$ cat src/rtl/tournament_chooser_ctrl.sv
// tournament_chooser_ctrl: init sweep, port arbitration and read-modify-write update of the tournament chooser table
module tournament_chooser_ctrl #(
  parameter int         IDX_W      = 6,
  parameter logic [1:0] INIT_STATE = 2'd1
) (
  input  logic             clk,
  input  logic             rst_n,
  input  logic             lk_valid,
  input  logic [IDX_W-1:0] lk_idx,
  output logic             lk_ready,
  output logic             rsp_valid,
  output logic [1:0]       rsp_state,
  output logic             rsp_use_global,
  input  logic             up_valid,
  input  logic [IDX_W-1:0] up_idx,
  input  logic             up_local_correct,
  input  logic             up_global_correct,
  output logic             up_ready,
  output logic             busy_init
);
  localparam int N = 1 << IDX_W;
  typedef enum logic [1:0] {INIT, IDLE, UPD_WR} state_t;
  state_t           state_q, state_d;
  logic [IDX_W-1:0] init_ptr_q, init_ptr_d, upd_idx_q, upd_idx_d, mem_addr;
  logic             upd_lc_q, upd_lc_d, upd_gc_q, upd_gc_d;
  logic             rsp_valid_q, rsp_valid_d;
  logic [1:0]       rsp_hold_q, rsp_hold_d;
  logic [1:0]       mem [N];
  logic [1:0]       rd_data_q, mem_wdata, upd_next;
  logic             mem_we, mem_re, up_real, up_take, outcome;

  // Arbitration, table port control, transition rule and next-state logic
  always_comb begin
    up_real        = up_valid && (up_local_correct != up_global_correct);
    busy_init      = state_q == INIT;
    up_ready       = state_q == IDLE;
    lk_ready       = up_ready && !up_real;
    up_take        = up_ready && up_real;
    outcome        = rd_data_q[1] ? upd_gc_q : upd_lc_q;
    upd_next       = rd_data_q[1] ? (outcome ? 2'd3 : rd_data_q - 2'd1)
                                  : (outcome ? 2'd0 : rd_data_q + 2'd1);
    mem_we         = busy_init || state_q == UPD_WR;
    mem_re         = up_take || (lk_valid && lk_ready);
    mem_addr       = busy_init ? init_ptr_q : state_q == UPD_WR ? upd_idx_q : up_real ? up_idx : lk_idx;
    mem_wdata      = busy_init ? INIT_STATE : upd_next;
    state_d        = busy_init ? (init_ptr_q == IDX_W'(N - 1) ? IDLE : INIT) : up_take ? UPD_WR : IDLE;
    init_ptr_d     = busy_init ? init_ptr_q + 1'b1 : init_ptr_q;
    upd_idx_d      = up_take ? up_idx : upd_idx_q;
    upd_lc_d       = up_take ? up_local_correct : upd_lc_q;
    upd_gc_d       = up_take ? up_global_correct : upd_gc_q;
    rsp_valid_d    = lk_valid && lk_ready;
    rsp_hold_d     = rsp_valid_q ? rd_data_q : rsp_hold_q;
    rsp_valid      = rsp_valid_q;
    rsp_state      = rsp_valid_q ? rd_data_q : rsp_hold_q;
    rsp_use_global = rsp_state[1];
  end

  // Control and response registers, cleared by reset
  always_ff @(posedge clk or negedge rst_n) begin
    if (!rst_n) begin
      state_q     <= INIT;
      init_ptr_q  <= '0;
      upd_idx_q   <= '0;
      upd_lc_q    <= 1'b0;
      upd_gc_q    <= 1'b0;
      rsp_valid_q <= 1'b0;
      rsp_hold_q  <= 2'd0;
    end else begin
      state_q     <= state_d;
      init_ptr_q  <= init_ptr_d;
      upd_idx_q   <= upd_idx_d;
      upd_lc_q    <= upd_lc_d;
      upd_gc_q    <= upd_gc_d;
      rsp_valid_q <= rsp_valid_d;
      rsp_hold_q  <= rsp_hold_d;
    end
  end

  // Single-port synchronous-read chooser table; contents survive reset
  always_ff @(posedge clk) begin
    if (mem_we) mem[mem_addr] <= mem_wdata;
    if (mem_re) rd_data_q <= mem[mem_addr];
  end
endmodule

$ cat config.mk
export PLATFORM = sky130hd
export DESIGN_NAME = tournament_chooser_ctrl
export DESIGN_NICKNAME = d
export VERILOG_FILES = /design/src/rtl/tournament_chooser_ctrl.sv
export SDC_FILE = /design/constraint.sdc
export NUM_CORES = 1
export LEC_CHECK = 0
export ABC_AREA = 1
export BUFFER_PORTS_ARGS = -buffer_cell sky130_fd_sc_hd__buf_2
export CAP_MARGIN = 30
export CORE_MARGIN = 3
export CORE_UTILIZATION = 25
export DETAILED_ROUTE_END_ITERATION = 8
export GPL_TIMING_DRIVEN = 0
export PLACE_DENSITY = 0.44
export SYNTH_ARGS = -nofsm -noshare
export SYNTH_HDL_FRONTEND = slang
export SYNTH_SLANG_ARGS = --single-unit
$ cat constraint.sdc
create_clock -name clk -period 3.4 [get_ports clk]
set_clock_uncertainty 0.15 [all_clocks]
set_input_delay 0.17 -clock clk [delete_from_list [all_inputs] [get_ports clk]]
set_output_delay 0.17 -clock clk [all_outputs]
set_load 0.02 [all_outputs]
==> reports/metrics.cfg, run 1 <==
[run_status]
run_status = finished, final reports clean

[sta]
max-slew-margin-rel = 0.4535
timing_hold_violations_final = 0
setup_ws_ns = 0.2442
finalWorstPathRequiredPeriod_ns = 3.156
setup-violations-final = 0
final-max-slew-violation-count = 0
grt_setup_unrepaired = false
maxClockFrequency_ghz = 0.3169
tightestPinTransition_ns = 0.8173
timing.final.crit_share = 0.9282

[layout]
area_delta_synth_final_pct = 18.78
layout.nets = 823
antenna_cells_inserted = 0
layout.filler_cells = 2887
post_route_cells_drive_above_1_share = 0.1310
area_of_all_placed_cells_without_fillers_um2 = 8277
final-seq-area_um2 = 4379
multiInputGateArea_um2 = 2290

[clock_tree]
clock_insertion_delay_worst_skew_ns = 0.43
cts_made_buffers = 17
cts.path.max_buffers = 2
cts_post_setup_buffers_inserted = 0
number_of_h_tree_levels = 4
cts-root-buf = clkbuf_16
tritoncts_num_sinks = 149
clk_pin_slew_ns = 0.06
tritoncts_clock_tree = done

[logic_synthesis]
synth.cell_area_um2 = 6968
synthFlopType = edfxtp_1
fraction_of_registers_with_async_set_or_reset_after_synthesis = 0.1275
postSynthNetCount = 769
synth-edff-count = 130
syn-mean-instance-area_um2 = 9.291
synth-seq-area-share = 0.6285
synth.ff_latch_count = 149
ys_types = 32
synth_cells = 750
ys.warnings.count = 0

[pwr]
power_per_cell_area_nw_per_um2 = 1011
total_power_mw = 8.371
p_sw_frac = 0.4554
internal_power_mw = 4.559
proportion_of_power_drawn_by_the_clock_network = 0.227
combinationalPowerShare = 0.453
pwr-share-seq = 0.320
power.leakage_nw = 3.413
vdd_drop_max_mv = 0.4214
total_switching_power_mw = 3.813

[routing]
detail_route.wirelength_um = 21100
drc_errors = 0
route.vias.total = 5243
drt_pre_antenna_iters = 5
wire_length_per_cell_um = 17.75
average_via_count_per_standard_cell = 4.410
route.antenna.remaining_nets = 0
drt_iter0_drc = 506

[critical_path]
startpoint_of_the_most_critical_register_to_register_path = state_q[0]
worstSetupPathType = in -> reg
crit_required_ns = 3.35
crit_path_start = up_local_correct
worst-path-max-fanout = 10
crit_path_start_kind = input port
cp-end-kind = register
worstPathArrival_ns = 3.11

[global_route]
grt_antenna_before_repair = 0
grt_util_all_layers = 0.1420
via_count_of_the_first_global_routing_pass = 5035
grt_first_pass_wirelength_um = 31740
grt_start_max_net_pins = 65
globalRoute.totalOverflow = 0

[placed_design]
dp_slack_ns = 0.2901
dp_hpwl_um = 13500
place_congestion = 0.8174
place_area_um2 = 7586
buffer_ports.inserted = 24

[min_path]
hold_path.class = in -> async

[die]
die_y_um = 173.0
dieArea_um2 = 29910
placeableCoreArea_um2 = 27180
initial_utilization = 0.2564
rows = 60
num_io_pins = 25
fp.dieW_um = 173.0

[job]
max_cap_viol_count = 0

[worst paths after layout]
kind	cells past startpoint	slack, ns	endpoint
min in group clk	4	0.08	state_q[1]
worst min-delay path	2	0.08	init_ptr_q[3]
worst max register to register	8	0.26	mem[14][0]
max in group asynchronous	2	2.71	rsp_hold_q[0]
worst max-delay path	10	0.24	mem[14][0]
worst min register to register	2	0.32	upd_idx_q[4]
[synth_stat cells, types with 4 or more instances]
master / instances / area [um2]
nand2_1: 332 / 1246
edfxtp_1: 130 / 3904
nor2_1: 79 / 296.5
nand3_1: 70 / 350.3
inv_1: 27 / 101.4
dfrtp_1: 19 / 475.5
buf_2: 15 / 75.07
o21ai_0: 11 / 55.05
inv_2: 10 / 37.54
clkbuf_1: 9 / 33.78
buf_4: 5 / 37.54
nand4_2: 5 / 62.56
nand2_2: 4 / 25.02
nand4_1: 4 / 25.02
nor3_1: 4 / 20.02
[area by class of cell]
| cell class | count | area share |
|---|---|---|
| buffer | 32 | 0.02086 |
| clock buffer | 18 | 0.05185 |
| clock inverter | 14 | 0.01950 |
| inverter | 37 | 0.01678 |
| multi-input combinational | 532 | 0.2766 |
| sequential | 149 | 0.5291 |
| tap | 372 | 0.05624 |
| timing repair buffer | 35 | 0.02902 |
[metrics by stage]
stage	cells	utilization	hold WS, ns	TNS [ns]
4_1_cts	1189	0.3046	0.07799	0
2_1_floorplan	750	-	-0.2756	0
5_1_grt	1189	0.3046	0.1161	0
6_report	1189	0.3046	0.07612	0
3_5_place_dp	1147	0.2791	-0.005382	0
3_3_place_gp	1146	0.2779	0.006023	-31.74
[kinds of logic after synthesis]
group	count (synthesis)	share of synthesized area
muxes	1	0.001616
AOI/OAI and AO/OA	23	0.01939
and+or+nand+nor	503	0.2990
buffers and inverters	69	0.04471
adders and majority gates	1	0.001795
DFF	149	0.6285
xor gates and xnor gates	4	0.005029
[power by group through the flow]
stage / registers [mW] / clock network (mW) / logic, mW
3_3_place_gp: 2.78 / 0 / 3.75
3_5_place_dp: 2.72 / 0 / 3.79
2_1_floorplan: 2.71 / 0 / 2.34
6_report: 2.68 / 1.90 / 3.79
5_1_grt: 2.71 / 2.01 / 4.21
4_1_cts: 2.69 / 1.93 / 3.83
[per-layer routing]
metal / GRT usage / share of wire / routed length [um] / up-vias
met5: 0 / 0 / 0 / -
met4: 0.03750 / 0.012 / 252 / 0
met3: 0.02701 / 0.050 / 1062 / 19
met2: 0.2240 / 0.46 / 9773 / 140
met1: 0.2009 / 0.47 / 10010 / 2500
li1: - / - / - / 2584
[registers in the layout, indices dropped and copies added, names as in the netlist]
signal and count:
mem 128, init_ptr_q 6, upd_idx_q 6, rd_data_q 2
rsp_hold_q 2, state_q 2, rsp_valid 1, upd_gc_q 1
upd_lc_q 1
[cell usage in the layout (no fill, tap or decap), types with 3 or more instances in the layout]
cell type and instances:
a21oi_1 3, buf_2 39, buf_4 5, clkbuf_1 10, clkbuf_16 17, dfrtp_1 19, dlygate4sd3_1 10, edfxtp_1 130
inv_1 26, inv_2 11, inv_6 3, inv_8 5, nand2_1 332, nand2_2 4, nand3_1 69, nand3_4 3
nand4_1 4, nand4_2 5, nor2_1 79, nor3_1 4, o211ai_1 3, o21ai_0 11
[critical path, stage by stage]
cell,delay [ns]
dlygate4sd3_1,0.54
buf_2,0.14
nand2_1,0.12
nand3_4,0.14
inv_2,0.14
o211ai_1,0.11
a21oi_2,0.29
buf_2,0.32
nand4_1,0.68
nor2_1,0.44
[timing repair]
action | CTS | global route
endpoints found under the setup margin | 0 | 0
endpoints found under the hold margin | 29 | 0
gates resized for setup | 0 | 0
hold buffers | 10 | 0
(Power assumes the default switching activity.)
==> run 2: changes to the inputs <==
HOLD_SLACK_MARGIN = 0.1   (was not set)
==> reports/metrics.cfg, run 2 (synthesized netlist as in run 1, its figures left out) <==
[pwr]
power_per_cell_area_nw_per_um2 = 1007
proportion_of_power_drawn_by_the_clock_network = 0.226
combinationalPowerShare = 0.454
pwr-share-seq = 0.320
power.leakage_nw = 3.430
p_sw_frac = 0.4553
total_switching_power_mw = 3.817
internal_power_mw = 4.566
vdd_drop_max_mv = 0.4198

[critical_path]
crit_required_ns = 3.35
critical_path.cell_chain = dlygate4sd3_1 > buf_2 > nand2_1 > nand3_4 > inv_2 > o211ai_1 > a21oi_2 > buf_2 > nand4_1 > nor2_1
worstPathArrival_ns = 3.14
maximum_cell_stage_delay_along_the_critical_path_ns = 0.70
worstSetupPathType = in -> reg
cpMaxStageDelayCell = nand4_1
reg2regPathDepth = 8
critical_path.n_buffers_inverters = 4
r2r_setup_slack_ns = 0.21
worst_path_dominant_cell_family = simple AND/OR/NAND/NOR gates
cp-end-kind = register
crit-reg2reg-capture = mem[14][0]
crit_path_start_kind = input port
worst-path-max-fanout = 10
crit_path_frequent_cell = buf_2
startpoint_of_the_most_critical_register_to_register_path = state_q[0]

[sta]
timing_hold_violations_final = 0
finalWorstPathRequiredPeriod_ns = 3.192
tightestPinTransition_ns = 0.8995
timing.final.crit_share = 0.9387
setup-violations-final = 0
final-max-slew-violation-count = 0
maxClockFrequency_ghz = 0.3133
grt_setup_unrepaired = false
max-slew-margin-rel = 0.3984

[routing]
average_via_count_per_standard_cell = 4.436
drt_iter0_drc = 522
wire_length_per_cell_um = 17.75
route.vias.total = 5296
drt_pre_antenna_iters = 5
drc_errors = 0
detail_route.wirelength_um = 21190
route.antenna.remaining_nets = 0

[clock_tree]
tritoncts_num_sinks = 149
cts_made_buffers = 17
cts.path.max_buffers = 2
tritoncts_clock_tree = done
number_of_h_tree_levels = 4
cts_post_setup_buffers_inserted = 0
clk_pin_slew_ns = 0.06
cts-root-buf = clkbuf_16
clock_insertion_delay_worst_skew_ns = 0.43

[die]
fp.dieW_um = 173.0
dieArea_um2 = 29910
placeableCoreArea_um2 = 27180
num_io_pins = 25
rows = 60
die_y_um = 173.0
initial_utilization = 0.2564

[global_route]
globalRoute.totalOverflow = 0
grt_start_max_net_pins = 65
grt_util_all_layers = 0.1424
via_count_of_the_first_global_routing_pass = 5065
grt_first_pass_wirelength_um = 31850
grt_antenna_before_repair = 0

[layout]
layout.filler_cells = 2887
largest-register = mem
most_common_cell_after_layout_fill_and_taps_aside = nand2_1
post_route_cells_drive_above_1_share = 0.1302
finish.cell_count_without_fillers = 1194
layout_common_cells = nand2_1, edfxtp_1, nor2_1
finalCoreUtilization = 0.3064
antenna_cells_inserted = 0
area_delta_synth_final_pct = 19.50
multiInputGateArea_um2 = 2290
number_of_flip_flops_under_the_largest_register_name = 128
final-seq-area_um2 = 4379
top_regs = mem (128), init_ptr_q (6), upd_idx_q (6)
area_of_all_placed_cells_without_fillers_um2 = 8327
layout.nets = 828

[placed_design]
buffer_ports.inserted = 24
dp_hpwl_um = 13500
place_congestion = 0.8174
place_area_um2 = 7586
place_inst = 1147

[min_path]
hold-path-endpoint = rd_data_q[0]
holdCritStartpoint = up_global_correct
hold_path.class = in -> reg
min_delay_path_depth = 4

[job]
max_cap_viol_count = 0

[run_status]
run_status = finished, final reports clean

[run 2: worst max path at each step]
| stage | start | end | slack, ns | cells after the start |
|---|---|---|---|---|
| 2_1_floorplan | rd_data_q[1] | mem[0][0] | 1.08 | 3 |
| 3_3_place_gp | state_q[0] | mem[48][0] | -0.50 | 4 |
| 3_5_place_dp | state_q[0] | mem[14][0] | 0.29 | 8 |
| 4_1_cts | state_q[0] | mem[14][0] | 0.27 | 8 |
| 5_1_grt | state_q[0] | mem[14][0] | 0.09 | 9 |
| 6_report | up_local_correct | mem[14][0] | 0.21 | 10 |
[run 2: layout make-up]
type,count,area share
flip-flops and latches,149,0.5259
multi-input cells,532,0.2750
well taps,372,0.05590
clock buffers,18,0.05154
repair buffers,40,0.03486
plain buffers,32,0.02074
clock inverters,14,0.01938
inverters,37,0.01668
[run 2: through the flow]
step	setup TNS [ns]	total power, mW	hold WS [ns]	setup slack, ns
2_1_floorplan	0	5.054	-0.2756	1.083
3_3_place_gp	-31.74	6.523	0.006023	-0.5006
3_5_place_dp	0	6.515	-0.005382	0.2901
4_1_cts	0	8.451	0.2001	0.2731
5_1_grt	0	8.931	0.2438	0.08774
6_report	0	8.384	0.2130	0.2084
[run 2: what timing repair did]
item                      CTS  global route
gates resized for setup     0             0
hold buffers               15             0
hold endpoints to repair   31             0
[run 2: routing by layer]
layer / track usage / share of wire / vias to the layer above
met5: 0 / 0 / -
met4: 0.03750 / 0.013 / 0
met3: 0.02701 / 0.050 / 21
met2: 0.2257 / 0.46 / 138
met1: 0.2006 / 0.47 / 2541
li1: - / - / 2596
[run 2: power groups by stage]
| stage | combinational, mW | clock (mW) | sequential [mW] |
|---|---|---|---|
| after floorplan | 2.34 | 0 | 2.71 |
| after global placement | 3.75 | 0 | 2.78 |
| after detailed placement | 3.79 | 0 | 2.72 |
| after CTS | 3.83 | 1.93 | 2.69 |
| after global routing | 4.22 | 2.01 | 2.71 |
| final | 3.80 | 1.90 | 2.68 |
[run 2: worst register-to-register path, cell delays in order, from the launching register on]
cell	delay [ns]
dfrtp_1	0.45
inv_2	0.09
nand2_1	0.12
buf_4	0.21
nor2_1	0.09
a21oi_2	0.27
buf_2	0.33
nand4_1	0.70
nor2_1	0.45
==> run 3: changes to the inputs <==
CORE_UTILIZATION = 60   (was 25)
PLACE_DENSITY = 0.83   (was 0.44)
==> reports/metrics.cfg, run 3 (synthesized netlist as in run 1, its figures left out) <==
[run_status]
run_status = finished, final reports clean

[die]
num_io_pins = 25
placeableCoreArea_um2 = 11080
dieArea_um2 = 12940
fp.dieW_um = 113.8
die_y_um = 113.8
initial_utilization = 0.6290
rows = 38

[sta]
grt_setup_unrepaired = false
final-max-slew-violation-count = 0
worst_hold_slack_ns = 0.2278
finalWorstPathRequiredPeriod_ns = 2.993
timing.final.crit_share = 0.8802
setup-violations-final = 0
setup_ws_ns = 0.4072
maxClockFrequency_ghz = 0.3341
timing_hold_violations_final = 0
setup_total_negative_slack_ns = 0
max-slew-margin-rel = 0.3936
tightestPinTransition_ns = 0.9066

[critical_path]
cp-endpoint = mem[46][0]
crit_path_frequent_cell = buf_2
startpoint_of_the_most_critical_register_to_register_path = state_q[0]
critical_path.n_buffers_inverters = 4
crit_path_start = up_local_correct
worstPathArrival_ns = 2.96
worst-path-max-fanout = 10
r2r_setup_slack_ns = 0.41
maximum_cell_stage_delay_along_the_critical_path_ns = 0.63
path_depth = 10
cpMaxStageDelayCell = nand4_1
crit_path_start_kind = input port
worst_path_dominant_cell_family = simple AND/OR/NAND/NOR gates
reg2regPathDepth = 10
critical_path.cell_chain = dlygate4sd3_1 > buf_2 > nand2_1 > nand3_4 > inv_2 > o211ai_1 > a21oi_2 > buf_2 > nand4_1 > nor2_1
crit_required_ns = 3.36
crit-reg2reg-capture = mem[46][0]
cp-end-kind = register
worstSetupPathType = in -> reg

[routing]
detail_route.wirelength_um = 18830
drt_pre_antenna_iters = 5
average_via_count_per_standard_cell = 5.945
route.antenna.remaining_nets = 0
route.vias.total = 5719
drt_iter0_drc = 761
wire_length_per_cell_um = 19.58
drc_errors = 0

[layout]
post_route_cells_drive_above_1_share = 0.1265
largest-register = mem
area_delta_synth_final_pct = 15.10
layout_common_cells = nand2_1, edfxtp_1, nor2_1
layout.nets = 828
most_common_cell_after_layout_fill_and_taps_aside = nand2_1
number_of_flip_flops_under_the_largest_register_name = 128
top_regs = mem (128), init_ptr_q (6), upd_idx_q (6)
area_of_all_placed_cells_without_fillers_um2 = 8020
finish.cell_count_without_fillers = 962
finalCoreUtilization = 0.7240
antenna_cells_inserted = 0

[pwr]
total_power_mw = 8.228
power_per_cell_area_nw_per_um2 = 1026
power.leakage_nw = 3.427
vdd_drop_max_mv = 0.8140

[clock_tree]
number_of_h_tree_levels = 4
cts.path.max_buffers = 2
cts-root-buf = clkbuf_16
clk_pin_slew_ns = 0.06
clock_insertion_delay_worst_skew_ns = 0.43
tritoncts_num_sinks = 149
cts_resized = 0
cts_made_buffers = 17
tritoncts_clock_tree = done

[placed_design]
place_inst = 916
dp_slack_ns = 0.4967
buffer_ports.inserted = 24
dp_hpwl_um = 11680
place_area_um2 = 7316
place_congestion = 0.9737

[min_path]
holdCritStartpoint = up_global_correct
hold_path.class = in -> reg

[job]
max_cap_viol_count = 0

[global_route]
grt_util_all_layers = 0.3060
globalRoute.totalOverflow = 0
grt_start_max_net_pins = 43
via_count_of_the_first_global_routing_pass = 5437
grt_first_pass_wirelength_um = 29160
grt_antenna_before_repair = 0

-- run 3: final cells by class --
type / instances / area [um2]
fill: 797 / 3058
clock buffer: 18 / 429.2
multi-input combinational: 532 / 2282
tap: 140 / 175.2
clock inverter: 14 / 135.1
buffer: 32 / 172.7
inverter: 37 / 138.9
timing repair buffer: 40 / 307.8
sequential: 149 / 4379
-- run 3: layer usage --
layer	wire (um)	track usage
met1	6943	0.3973
met2	8962	0.4766
met3	2219	0.09178
met4	706	0.1426
met5	0	0
-- run 3: worst min-delay path by stage --
stage,to,cells after the start,slack [ns]
after global placement,init_ptr_q[5],1,-0.03
after detailed placement,init_ptr_q[5],1,-0.005
after global routing,rd_data_q[1],5,0.27
after floorplan,init_ptr_q[0],0,-0.28
final,rd_data_q[0],4,0.23
after CTS,rd_data_q[1],4,0.22
-- run 3: what timing repair did --
action | CTS | global route
buffers inserted | 0 | 0
endpoints found under the setup margin | 0 | 0
hold buffers | 14 | 0
endpoints found under the hold margin | 31 | 0
-- run 3: report_power, final --
part	switching (mW)	total, mW	internal (mW)
Sequential	0.112	2.69	2.57
Clock	0.724	1.79	1.07
Combinational	2.77	3.75	0.980
Total	3.60	8.23	4.62
-- run 3: tightest hold or removal path, delay by kind of cell --
family / cells / cell delay, ns
simple gates: 2 / 0.25
compound gates: 1 / 0.12
buf+inv: 1 / 0.09
